--- src/rtl/frog_motion_ctrl.sv ---
// Frog movement controller: grid stepping with hold-to-repeat, lives counter,
// timed respawn window and game-over handling. All outputs are registered.
module frog_motion_ctrl #(
    parameter int TILE_SIZE      = 32,
    parameter int GRID_W         = 20,
    parameter int GRID_H         = 15,
    parameter int START_COL      = 10,
    parameter int START_ROW      = 12,
    parameter int X_W            = 10,
    parameter int Y_W            = 9,
    parameter int SCORE_W        = 4,
    parameter int SCORE_INI      = 1,
    parameter int LIVES_INI      = 3,
    parameter int REPEAT_DELAY   = 3125000,
    parameter int REPEAT_PERIOD  = 1562500,
    parameter int RESPAWN_CYCLES = 25000000
) (
    input  logic               i_Clk,
    input  logic               i_Rst,
    input  logic               i_Frog_Up,
    input  logic               i_Frog_Dn,
    input  logic               i_Frog_Lt,
    input  logic               i_Frog_Rt,
    input  logic               i_Has_Collided,
    input  logic               i_Game_Active,
    output logic [X_W-1:0]     o_Frog_X,
    output logic [Y_W-1:0]     o_Frog_Y,
    output logic [SCORE_W-1:0] o_Score,
    output logic [3:0]         o_Lives,
    output logic               o_Level_Up,
    output logic               o_Move,
    output logic               o_Respawning,
    output logic               o_Game_Over
);

    localparam logic [1:0] IDLE      = 2'd0;
    localparam logic [1:0] PLAY      = 2'd1;
    localparam logic [1:0] RESPAWN   = 2'd2;
    localparam logic [1:0] GAME_OVER = 2'd3;

    localparam logic [1:0] DIR_UP = 2'd0;
    localparam logic [1:0] DIR_DN = 2'd1;
    localparam logic [1:0] DIR_LT = 2'd2;
    localparam logic [1:0] DIR_RT = 2'd3;

    localparam int COL_W    = (GRID_W > 1) ? $clog2(GRID_W) : 1;
    localparam int ROW_W    = (GRID_H > 1) ? $clog2(GRID_H) : 1;
    localparam int REP_MAX  = (REPEAT_DELAY > REPEAT_PERIOD) ? REPEAT_DELAY : REPEAT_PERIOD;
    localparam int HOLD_W   = (REP_MAX > 0) ? $clog2(REP_MAX + 1) : 1;
    localparam int RSP_LAST = (RESPAWN_CYCLES > 1) ? RESPAWN_CYCLES - 1 : 0;
    localparam int RSP_W    = (RSP_LAST > 0) ? $clog2(RSP_LAST + 1) : 1;

    localparam logic [COL_W-1:0]   SPAWN_COL   = COL_W'(START_COL);
    localparam logic [ROW_W-1:0]   SPAWN_ROW   = ROW_W'(START_ROW);
    localparam logic [COL_W-1:0]   LAST_COL    = COL_W'(GRID_W - 1);
    localparam logic [ROW_W-1:0]   LAST_ROW    = ROW_W'(GRID_H - 1);
    localparam logic [HOLD_W-1:0]  DELAY_CNT   = HOLD_W'(REPEAT_DELAY);
    localparam logic [HOLD_W-1:0]  PERIOD_CNT  = HOLD_W'(REPEAT_PERIOD);
    localparam logic [RSP_W-1:0]   RSP_END     = RSP_W'(RSP_LAST);
    localparam logic [SCORE_W-1:0] SCORE_START = SCORE_W'(SCORE_INI);
    localparam logic [SCORE_W-1:0] SCORE_MAX   = '1;
    localparam logic [3:0]         LIVES_START = 4'(LIVES_INI);
    localparam logic [X_W-1:0]     SPAWN_X     = X_W'(START_COL * TILE_SIZE);
    localparam logic [Y_W-1:0]     SPAWN_Y     = Y_W'(START_ROW * TILE_SIZE);

    logic [1:0]         state, state_n;
    logic [COL_W-1:0]   col, col_n;
    logic [ROW_W-1:0]   row, row_n;
    logic [SCORE_W-1:0] score_n;
    logic [3:0]         lives_n;
    logic [HOLD_W-1:0]  hold_cnt, hold_n, hold_inc;
    logic               repeating, repeating_n;
    logic               last_valid, last_valid_n;
    logic [1:0]         last_dir, last_dir_n;
    logic [RSP_W-1:0]   rsp_cnt, rsp_n;
    logic               move_n, level_up_n;
    logic               attempt, go_spawn, clear_track;
    logic               dir_valid;
    logic [1:0]         dir;
    logic [X_W-1:0]     x_n;
    logic [Y_W-1:0]     y_n;

    // Only a single pressed direction counts as a request.
    always_comb begin
        dir_valid = 1'b0;
        dir       = DIR_UP;
        case ({i_Frog_Up, i_Frog_Dn, i_Frog_Lt, i_Frog_Rt})
            4'b1000: begin dir_valid = 1'b1; dir = DIR_UP; end
            4'b0100: begin dir_valid = 1'b1; dir = DIR_DN; end
            4'b0010: begin dir_valid = 1'b1; dir = DIR_LT; end
            4'b0001: begin dir_valid = 1'b1; dir = DIR_RT; end
            default: begin dir_valid = 1'b0; dir = DIR_UP; end
        endcase
    end

    always_comb begin
        state_n      = state;
        col_n        = col;
        row_n        = row;
        score_n      = o_Score;
        lives_n      = o_Lives;
        hold_n       = hold_cnt;
        repeating_n  = repeating;
        last_valid_n = last_valid;
        last_dir_n   = last_dir;
        rsp_n        = rsp_cnt;
        move_n       = 1'b0;
        level_up_n   = 1'b0;
        attempt      = 1'b0;
        go_spawn     = 1'b0;
        clear_track  = 1'b0;
        hold_inc     = hold_cnt + HOLD_W'(1);

        if (!i_Game_Active) begin
            state_n     = IDLE;
            score_n     = SCORE_START;
            lives_n     = LIVES_START;
            rsp_n       = '0;
            go_spawn    = 1'b1;
            clear_track = 1'b1;
        end else begin
            case (state)
                IDLE: begin
                    state_n     = PLAY;
                    score_n     = SCORE_START;
                    lives_n     = LIVES_START;
                    rsp_n       = '0;
                    go_spawn    = 1'b1;
                    clear_track = 1'b1;
                end
                PLAY: begin
                    if (i_Has_Collided) begin
                        lives_n     = o_Lives - 4'd1;
                        go_spawn    = 1'b1;
                        clear_track = 1'b1;
                        rsp_n       = '0;
                        state_n     = (o_Lives == 4'd1) ? GAME_OVER : RESPAWN;
                    end else if (!dir_valid) begin
                        clear_track = 1'b1;
                    end else begin
                        last_valid_n = 1'b1;
                        last_dir_n   = dir;
                        if (!last_valid || (dir != last_dir)) begin
                            attempt     = 1'b1;
                            hold_n      = '0;
                            repeating_n = 1'b0;
                        end else if (REPEAT_DELAY != 0) begin
                            // Blocked steps still restart the timer, so repeat cadence is position-independent.
                            if (!repeating && (hold_inc == DELAY_CNT)) begin
                                attempt     = 1'b1;
                                hold_n      = '0;
                                repeating_n = 1'b1;
                            end else if (repeating && (hold_inc == PERIOD_CNT)) begin
                                attempt = 1'b1;
                                hold_n  = '0;
                            end else begin
                                hold_n = hold_inc;
                            end
                        end

                        if (attempt) begin
                            case (dir)
                                DIR_UP: begin
                                    if (row == '0) begin
                                        go_spawn    = 1'b1;
                                        clear_track = 1'b1;
                                        move_n      = 1'b1;
                                        level_up_n  = 1'b1;
                                        if (o_Score != SCORE_MAX)
                                            score_n = o_Score + SCORE_W'(1);
                                    end else begin
                                        row_n  = row - ROW_W'(1);
                                        move_n = 1'b1;
                                    end
                                end
                                DIR_DN: begin
                                    if (row != LAST_ROW) begin
                                        row_n  = row + ROW_W'(1);
                                        move_n = 1'b1;
                                    end
                                end
                                DIR_LT: begin
                                    if (col != '0) begin
                                        col_n  = col - COL_W'(1);
                                        move_n = 1'b1;
                                    end
                                end
                                default: begin
                                    if (col != LAST_COL) begin
                                        col_n  = col + COL_W'(1);
                                        move_n = 1'b1;
                                    end
                                end
                            endcase
                        end
                    end
                end
                RESPAWN: begin
                    go_spawn    = 1'b1;
                    clear_track = 1'b1;
                    if (rsp_cnt == RSP_END) begin
                        state_n = PLAY;
                        rsp_n   = '0;
                    end else begin
                        rsp_n = rsp_cnt + RSP_W'(1);
                    end
                end
                default: begin
                    go_spawn    = 1'b1;
                    clear_track = 1'b1;
                end
            endcase
        end

        if (go_spawn) begin
            col_n = SPAWN_COL;
            row_n = SPAWN_ROW;
        end
        if (clear_track) begin
            last_valid_n = 1'b0;
            hold_n       = '0;
            repeating_n  = 1'b0;
        end
    end

    // Pixel coordinates are computed from the next tile so they land on the same edge as the step.
    assign x_n = X_W'(col_n) * X_W'(TILE_SIZE);
    assign y_n = Y_W'(row_n) * Y_W'(TILE_SIZE);

    always_ff @(posedge i_Clk) begin
        if (i_Rst) begin
            state        <= IDLE;
            col          <= SPAWN_COL;
            row          <= SPAWN_ROW;
            hold_cnt     <= '0;
            repeating    <= 1'b0;
            last_valid   <= 1'b0;
            last_dir     <= DIR_UP;
            rsp_cnt      <= '0;
            o_Frog_X     <= SPAWN_X;
            o_Frog_Y     <= SPAWN_Y;
            o_Score      <= SCORE_START;
            o_Lives      <= LIVES_START;
            o_Level_Up   <= 1'b0;
            o_Move       <= 1'b0;
            o_Respawning <= 1'b0;
            o_Game_Over  <= 1'b0;
        end else begin
            state        <= state_n;
            col          <= col_n;
            row          <= row_n;
            hold_cnt     <= hold_n;
            repeating    <= repeating_n;
            last_valid   <= last_valid_n;
            last_dir     <= last_dir_n;
            rsp_cnt      <= rsp_n;
            o_Frog_X     <= x_n;
            o_Frog_Y     <= y_n;
            o_Score      <= score_n;
            o_Lives      <= lives_n;
            o_Level_Up   <= level_up_n;
            o_Move       <= move_n;
            o_Respawning <= (state_n == RESPAWN);
            o_Game_Over  <= (state_n == GAME_OVER);
        end
    end

endmodule

--- config.mk ---
export PLATFORM = sky130hd
export DESIGN_NAME = frog_motion_ctrl
export DESIGN_NICKNAME = d
export VERILOG_FILES = /design/src/rtl/frog_motion_ctrl.sv
export SDC_FILE = /design/constraint.sdc
export NUM_CORES = 1
export LEC_CHECK = 0
export BUFFER_PORTS_ARGS = -buffer_cell sky130_fd_sc_hd__buf_4
export CORE_ASPECT_RATIO = 1.25
export CORE_MARGIN = 2
export CORE_UTILIZATION = 55
export CTS_BUF_LIST = sky130_fd_sc_hd__clkbuf_8 sky130_fd_sc_hd__clkbuf_16
export DETAILED_ROUTE_END_ITERATION = 10
export GPL_ROUTABILITY_DRIVEN = 0
export PLACE_DENSITY = 0.71
export RECOVER_POWER = 100
export SLEW_MARGIN = 25
export SYNTH_ARGS = -nofsm -noshare
export SYNTH_HDL_FRONTEND = slang
export SYNTH_SLANG_ARGS = --single-unit
export TNS_END_PERCENT = 20
--- constraint.sdc ---
create_clock -name i_Clk -period 3.9 [get_ports i_Clk]
set_input_delay 0.78 -clock i_Clk [delete_from_list [all_inputs] [get_ports i_Clk]]
set_output_delay 0.78 -clock i_Clk [all_outputs]
set_load 0.02 [all_outputs]
After elaboration in Yosys (flattened, before gate mapping)
Index checks and enable logic that the tools add are counted.
Word-level totals
  register bits after elaboration: 84
  word-level logic and storage cells: 141
  output and inout port bits: 31
Operators by class
  eq/ne operators: 25
  reduce and logical (&&, ||, !) cells: 23
  muxes and demuxes: 64
  add/sub/neg operators: 8
  bitwise gates (word level): 5
Operator list (number)
  $pmux 25 s3: 1
  $mux 22: 3
  $mux 4: 15
  $mux 25: 2
  $mux 5: 8
  $add 25x1->25 const B: 1
  $eq 25x25->1 const B: 1
  $mux 1: 25
  $pmux 4 s2: 3
  $add 22x1->22 const B: 1
  $eq 22x21->1 const B: 1
  $eq 22x22->1 const B: 1
  $ne 2x2->1 const B: 7
  $pmux 2 s3: 2
  $pmux 5 s2: 1
  $add 4x1->4 const B: 2
  $eq 2x2->1 const B: 4
  $eq 4x1->1 const B: 2
  $ne 4x4->1 const B: 2
  $reduce_or 4->1: 2
  $sub 4x1->4 const B: 2
  $reduce_and 7->1: 1
  $mux 2: 3
  $reduce_or 2->1: 3
  other kinds (22): 32

Longest topological paths before layout
  depth in word-level cells: 16
  gate-level depth with buffers: 13

Worst setup path after synthesis
No wires, ideal clock.
  kind: input to register
  from: in i_Frog_Lt
  to: reg row[0]
  cell stages on the path: 10
  arrival time: 2739 ps
  path buffers: 2
  setup time: 115 ps
  slack: 1046 ps
  path through: or4b_1 -> clkbuf_1 -> nand2_1 -> nor2_1 -> a22oi_1 -> nand2b_1 -> clkbuf_1 -> nand3_1 -> and3_1 -> o21a_1
Between the ends
  longest elaborated chain between the ends: 15
  elaborated cells on any way between the ends: 29
  classes of those cells: 6 x eq/ne; 20 x mux; 3 x reduce/logical
RTL lines
  start: declaration: line 22  | input logic i_Frog_Lt,
  $eq 4x1->1 (tied with other cells): line 87  | case ({i_Frog_Up, i_Frog_Dn, i_Frog_Lt, i_Frog_Rt})
  $pmux 2 s3: line 87
  $ne 2x2->1: line 143  | if (!last_valid || (dir != last_dir)) begin
  $logic_or 1x1->1: line 143
  $mux 1: line 143
  $mux 1: line 138  | end else if (!dir_valid) begin
  $mux 1: line 132  | if (i_Has_Collided) begin
  $mux 1: line 122  | case (state)
  $mux 1: line 114  | if (!i_Game_Active) begin
  $mux 4 / $mux 1 (equally long branches): line 161  | if (attempt) begin
  $mux 4 / $mux 1 (equally long branches): line 138
  $mux 4 / $mux 1 (equally long branches): line 132
  $mux 4 / $mux 1 (equally long branches): line 122
  $mux 4 / $mux 1 (equally long branches): line 114
  $mux 4 (*): line 215  | if (go_spawn) begin
  end signal: assignment: line 251  | row <= row_n;
  end: declaration: line 68  | logic [ROW_W-1:0] row, row_n;
Mark *: on every way between the ends. The rest lies on a longest branch, timed or not. The select of a mux whose other input is x is not followed.
A chain may end at the register's enable or synchronous reset.

Worst setup path after layout
  from: reg hold_cnt[7]
  to: reg col[2]
Between the ends
  longest elaborated chain between the ends: 16
  elaborated cells on any way between the ends: 23
  classes of those cells: 1 x add/sub; 2 x eq/ne; 18 x mux; 2 x reduce/logical
RTL lines
  start: declaration: line 71  | logic [HOLD_W-1:0] hold_cnt, hold_n, hold_inc;
  start signal: assignment: line 252  | hold_cnt <= hold_n;
  $add 22x1->22 (*): line 112  | hold_inc = hold_cnt + HOLD_W'(1);
  $eq 22x21->1: line 153  | end else if (repeating && (hold_inc == PERIOD_CNT)) begin
  $logic_and 1x1->1: line 153
  $mux 1: line 153
  $mux 1 (*): line 149  | if (!repeating && (hold_inc == DELAY_CNT)) begin
  $mux 1 (*): line 143
  $mux 1 (*): line 138
  $mux 1 (*): line 132
  $mux 1 (*): line 122
  $mux 1 (*): line 114
  $mux 5 / $mux 1 (equally long branches): line 161
  $mux 5 / $mux 1 (equally long branches): line 138
  $mux 5 / $mux 1 (equally long branches): line 132
  $mux 5 / $mux 1 (equally long branches): line 122
  $mux 5 / $mux 1 (equally long branches): line 114
  $mux 5 (*): line 215
  end signal: assignment: line 250  | col <= col_n;
  end: declaration: line 67  | logic [COL_W-1:0] col, col_n;
Marks and branches as above.

==> metrics.md <==
| Metric | Value |
|---|---|
| Largest stage delay, worst path | `~620 ps` |
| Syn-to-layout area delta | `6.78%` |
| Setup_tns | `0 ps` |
| Die area | `about 9600 sq um` |
| Pleak | `about 1.7 nW` |
| H-tree depth | `3` |
| Clock Sinks | `74` |
| Later-pin clock latency in the skew report | `around 370 ps` |
| Floorplan row count | `38` |
| Post-cts gate resize count | `0` |
| Core area | `roughly 8700 sq um` |
| Flop pwr share | `49.7%` |
| Root Driver | `clkbuf_8` |
| PortBufs | `28` |
| Number of flops mapped to enable cells by yosys | `0` |
| Register area share after synthesis | `a little under a third` |
| Pwr dens | `295 nW/um^2` |
| Vias in the first global route | `between 4000 and 5000` |
| Switch Pwr | `0.373 mW` |
| Initial drt markers | `a little under 200` |
| CP dominant cell by count | `or4_1` |
| Cell Area, Synth | `around 4900 sq um` |
| WP data required | `approximately 4200 ps` |
| Largest area contributor in the netlist | `dfxtp_1` |
| # DRC | `0` |
| Clock Path Buffers | `2` |
| Post-CTS Hold Fix Bufs | `0` |
| VDD IR-drop max | `around 0.15 mV` |
| Fin cells | `~760` |
| Final Hold Viols | `0` |
| Worst Max-Slew Pin Slew | `1850 ps` |
| Crit-path cells | `nand4_1, or4_1, xnor2_2, nor4b_1, a22oi_2, o21a_1, or4_1, a21oi_1` |
| Stages on worst setup path | `8` |
| Detailed-route via count | `4827` |
| Worst R2R Path Depth | `8` |
| Capture point of the worst path | `col[2]` |
| Fmax | `between 0.2 and 0.3 GHz` |
| RSZ-0062 raised after global routing | `false` |
| Die Height | `109 microns` |
| Layout net count | `653` |
| Reg-to-reg endpoint | `col[2]` |
| CP Launch Point | `hold_cnt[7]` |
| Critical-path maximum fanout | `12` |
| Max Cap Viol | `1` |
| R2R setup slack | `between 500 and 600 ps` |
| HPWL Detailed | `around 8500 microns` |
| Largest cells by area after synthesis | `dfxtp_1 (31%), a21oi_1 (5.1%), nand2_1 (4.7%)` |
| Die Wd | `just under 90 microns` |
| Tot GR Track Use | `between 20% and 30%` |
| Crit start category | `register` |
| Critical Path Slowest Stage Cell | `or4_1` |
| Flops & latches, synth | `74` |
| Post-CTS Setup Inserts | `0` |
| CP Data Arrival Time | `roughly 3700 ps` |
| Min-Delay Path Class | `reg2reg` |
| Hold-critical path depth | `1` |
| I/O pin count | `39` |
| Clock network fraction of design power | `between 40% and 50%` |
| CTS tree | `done` |
| Fraction of registers with async set/reset | `0%` |
| Initial Util | `56.1%` |
| Max-slew violations | `46` |
| Clock skew | `between 10 and 15 ps` |
| Violated checks | `capacitance limit, slew limit` |
| Count of different cell masters after synthesis | `71` |
| Synthesized area per cell | `between 7 and 8 sq um` |
| Outcome | `finished, violations left` |
| Ant. Diodes | `0` |
| Top cell type's share of synthesized area | `30.5%` |
| Via density | `~6.4` |
| Synth Flop Type | `dfxtp_1` |
| Remaining Overflow, GRT | `0` |
| Crit-path leading delay family | `simple AND/OR/NAND/NOR gates` |
| Syn. warnings | `0` |
| Finish-stage setup viols | `0` |
| Setup crit end kind | `register` |
| First-pass detailed-route iteration total | `5` |
| Final WL | `roughly 12000 microns` |
| Cell-internal power | `about 1.2 mW` |
| Reg2reg start | `hold_cnt[7]` |
| Hold path startpoint | `rsp_cnt[24]` |
| Crit Path Category | `reg2reg` |
| Tmin final | `3380 ps` |
| Fin crit share | `roughly 87%` |
| Slew headroom | `-23.2%` |
| Initial antenna violation count | `0` |
| Logic pwr share | `under 10%` |
| Placed insts | `approximately 740` |
| Largest net degree at the start of global routing | `46` |
| First-pass GRT wire length | `between 20000 and 25000 microns` |
| Post-synthesis instance total | `630` |
| Share of cells above drive strength 1 | `under 10%` |
| CP Buf/Inv Count | `0` |
| Post-DRT Antenna Nets | `0` |
| Switching share of power | `around a quarter` |
| Worst-path clk slew | `90 ps` |
| Routed len/inst | `approximately 16 microns` |
| Cts bufs inserted | `9` |
## per-stage QoR
stage          setup slack (ps)  area [sq um]  hold slack (ps)  utilization [%]  power, mW
2_1_floorplan              1050          4890              448                -      0.838
3_3_place_gp                647          5050              461             58.3      0.853
3_5_place_dp                635          5050              474             58.4      0.855
4_1_cts                     714          5280              485             61.0       1.55
5_1_grt                     234          5180              513             59.9       1.58
6_report                    522          5180              486             59.9       1.53
## kinds of logic (layout without fill, tap and decap cells)
group	Yosys count	count (layout)	synth area share, %
flip-flops	74	74	30.5
XOR/XNOR	16	16	3.20
adder cells (fa/ha/maj)	12	12	3.40
AO/OA/AOI/OAI	166	166	22.6
multiplexers	1	1	0.206
buffers and inverters	72	71	7.04
other	1	10	0.0773
AND/OR/NAND/NOR	288	288	32.9
## cell usage in the layout (no fill, tap or decap), drive strengths merged, types with 15 or more instances in the layout
cell type and instances:
dfxtp 74, nand2 61, nor2 56, a21oi 49
clkbuf 34, o21ai 28, and3 27, nand3 26
nor4 22, nand4 19, inv 18, buf 15
## Yosys cell counts, types with 4 or more instances
library cell	n
and3_1	27
and2_1	6
inv_1	14
nor3b_1	6
nand3_1	26
nand2_1	61
nand2b_1	5
a211oi_1	4
o21ai_1	6
nand4_1	17
or4_1	11
ha_1	10
clkbuf_1	30
o31ai_1	7
buf_2	12
a21oi_1	49
nor3_1	13
a22oi_1	12
xnor2_1	10
buf_4	13
a31oi_1	10
o21ai_0	22
a41oi_1	7
nand4b_1	6
nor4_1	21
dfxtp_1	74
xor2_1	4
o21a_1	4
nor2_1	56
a311oi_1	11
a21o_1	5
nor2b_1	5
and4_1	8
## worst min-delay path by stage
stage,end,slack [ps]
global route,rsp_cnt[14],510
global placement,rsp_cnt[24],460
detailed placement,rsp_cnt[24],470
finish,rsp_cnt[24],490
CTS,rsp_cnt[24],480
floorplan,rsp_cnt[14],450
## cell type report
cell class | instances | area (sq um)
clock buffers | 10 | 138
clock inverters | 6 | 90.1
fillers | 831 | 3470
inverters | 16 | 60.1
multi-input cells | 493 | 3060
flip-flops and latches | 74 | 1480
well taps | 120 | 150
repair buffers | 39 | 203
## power groups by stage
stage / combinational [mW] / sequential [mW] / clock [mW]
floorplan: 0.0621 / 0.776 / 0
global placement: 0.0754 / 0.778 / 0
detailed placement: 0.0771 / 0.778 / 0
CTS: 0.0776 / 0.760 / 0.708
global route: 0.0857 / 0.761 / 0.734
finish: 0.0770 / 0.760 / 0.693
## worst register-to-register path, cell delays in order, from the launching register on
cell,delay [ps]
dfxtp_1,570
nand4_1,300
or4_1,620
xnor2_2,170
nor4b_1,470
a22oi_2,170
o21a_1,320
or4_1,550
a21oi_1,150
## metal layers
metal | global-route usage (%) | up-vias | routed length (microns) | part of all wire (%)
met2 | 47.6 | 137 | 6300 | 50
met5 | 0 | - | 0 | 0
met4 | 14.6 | 0 | 373 | 3.0
met1 | 31.7 | 2302 | 5230 | 42
li1 | - | 2357 | - | -
met3 | 4.92 | 31 | 592 | 4.7
## state kept, by name, indices dropped and copies added, names as in the netlist
signal,cells
last_dir,2
o_Respawning,1
last_valid,1
repeating,1
o_Game_Over,1
rsp_cnt,25
o_Move,1
state,2
o_Level_Up,1
hold_cnt,22
o_Lives,4
o_Score,4
row,4
col,5
No activity file was read; power rests on OpenSTA's default activity.
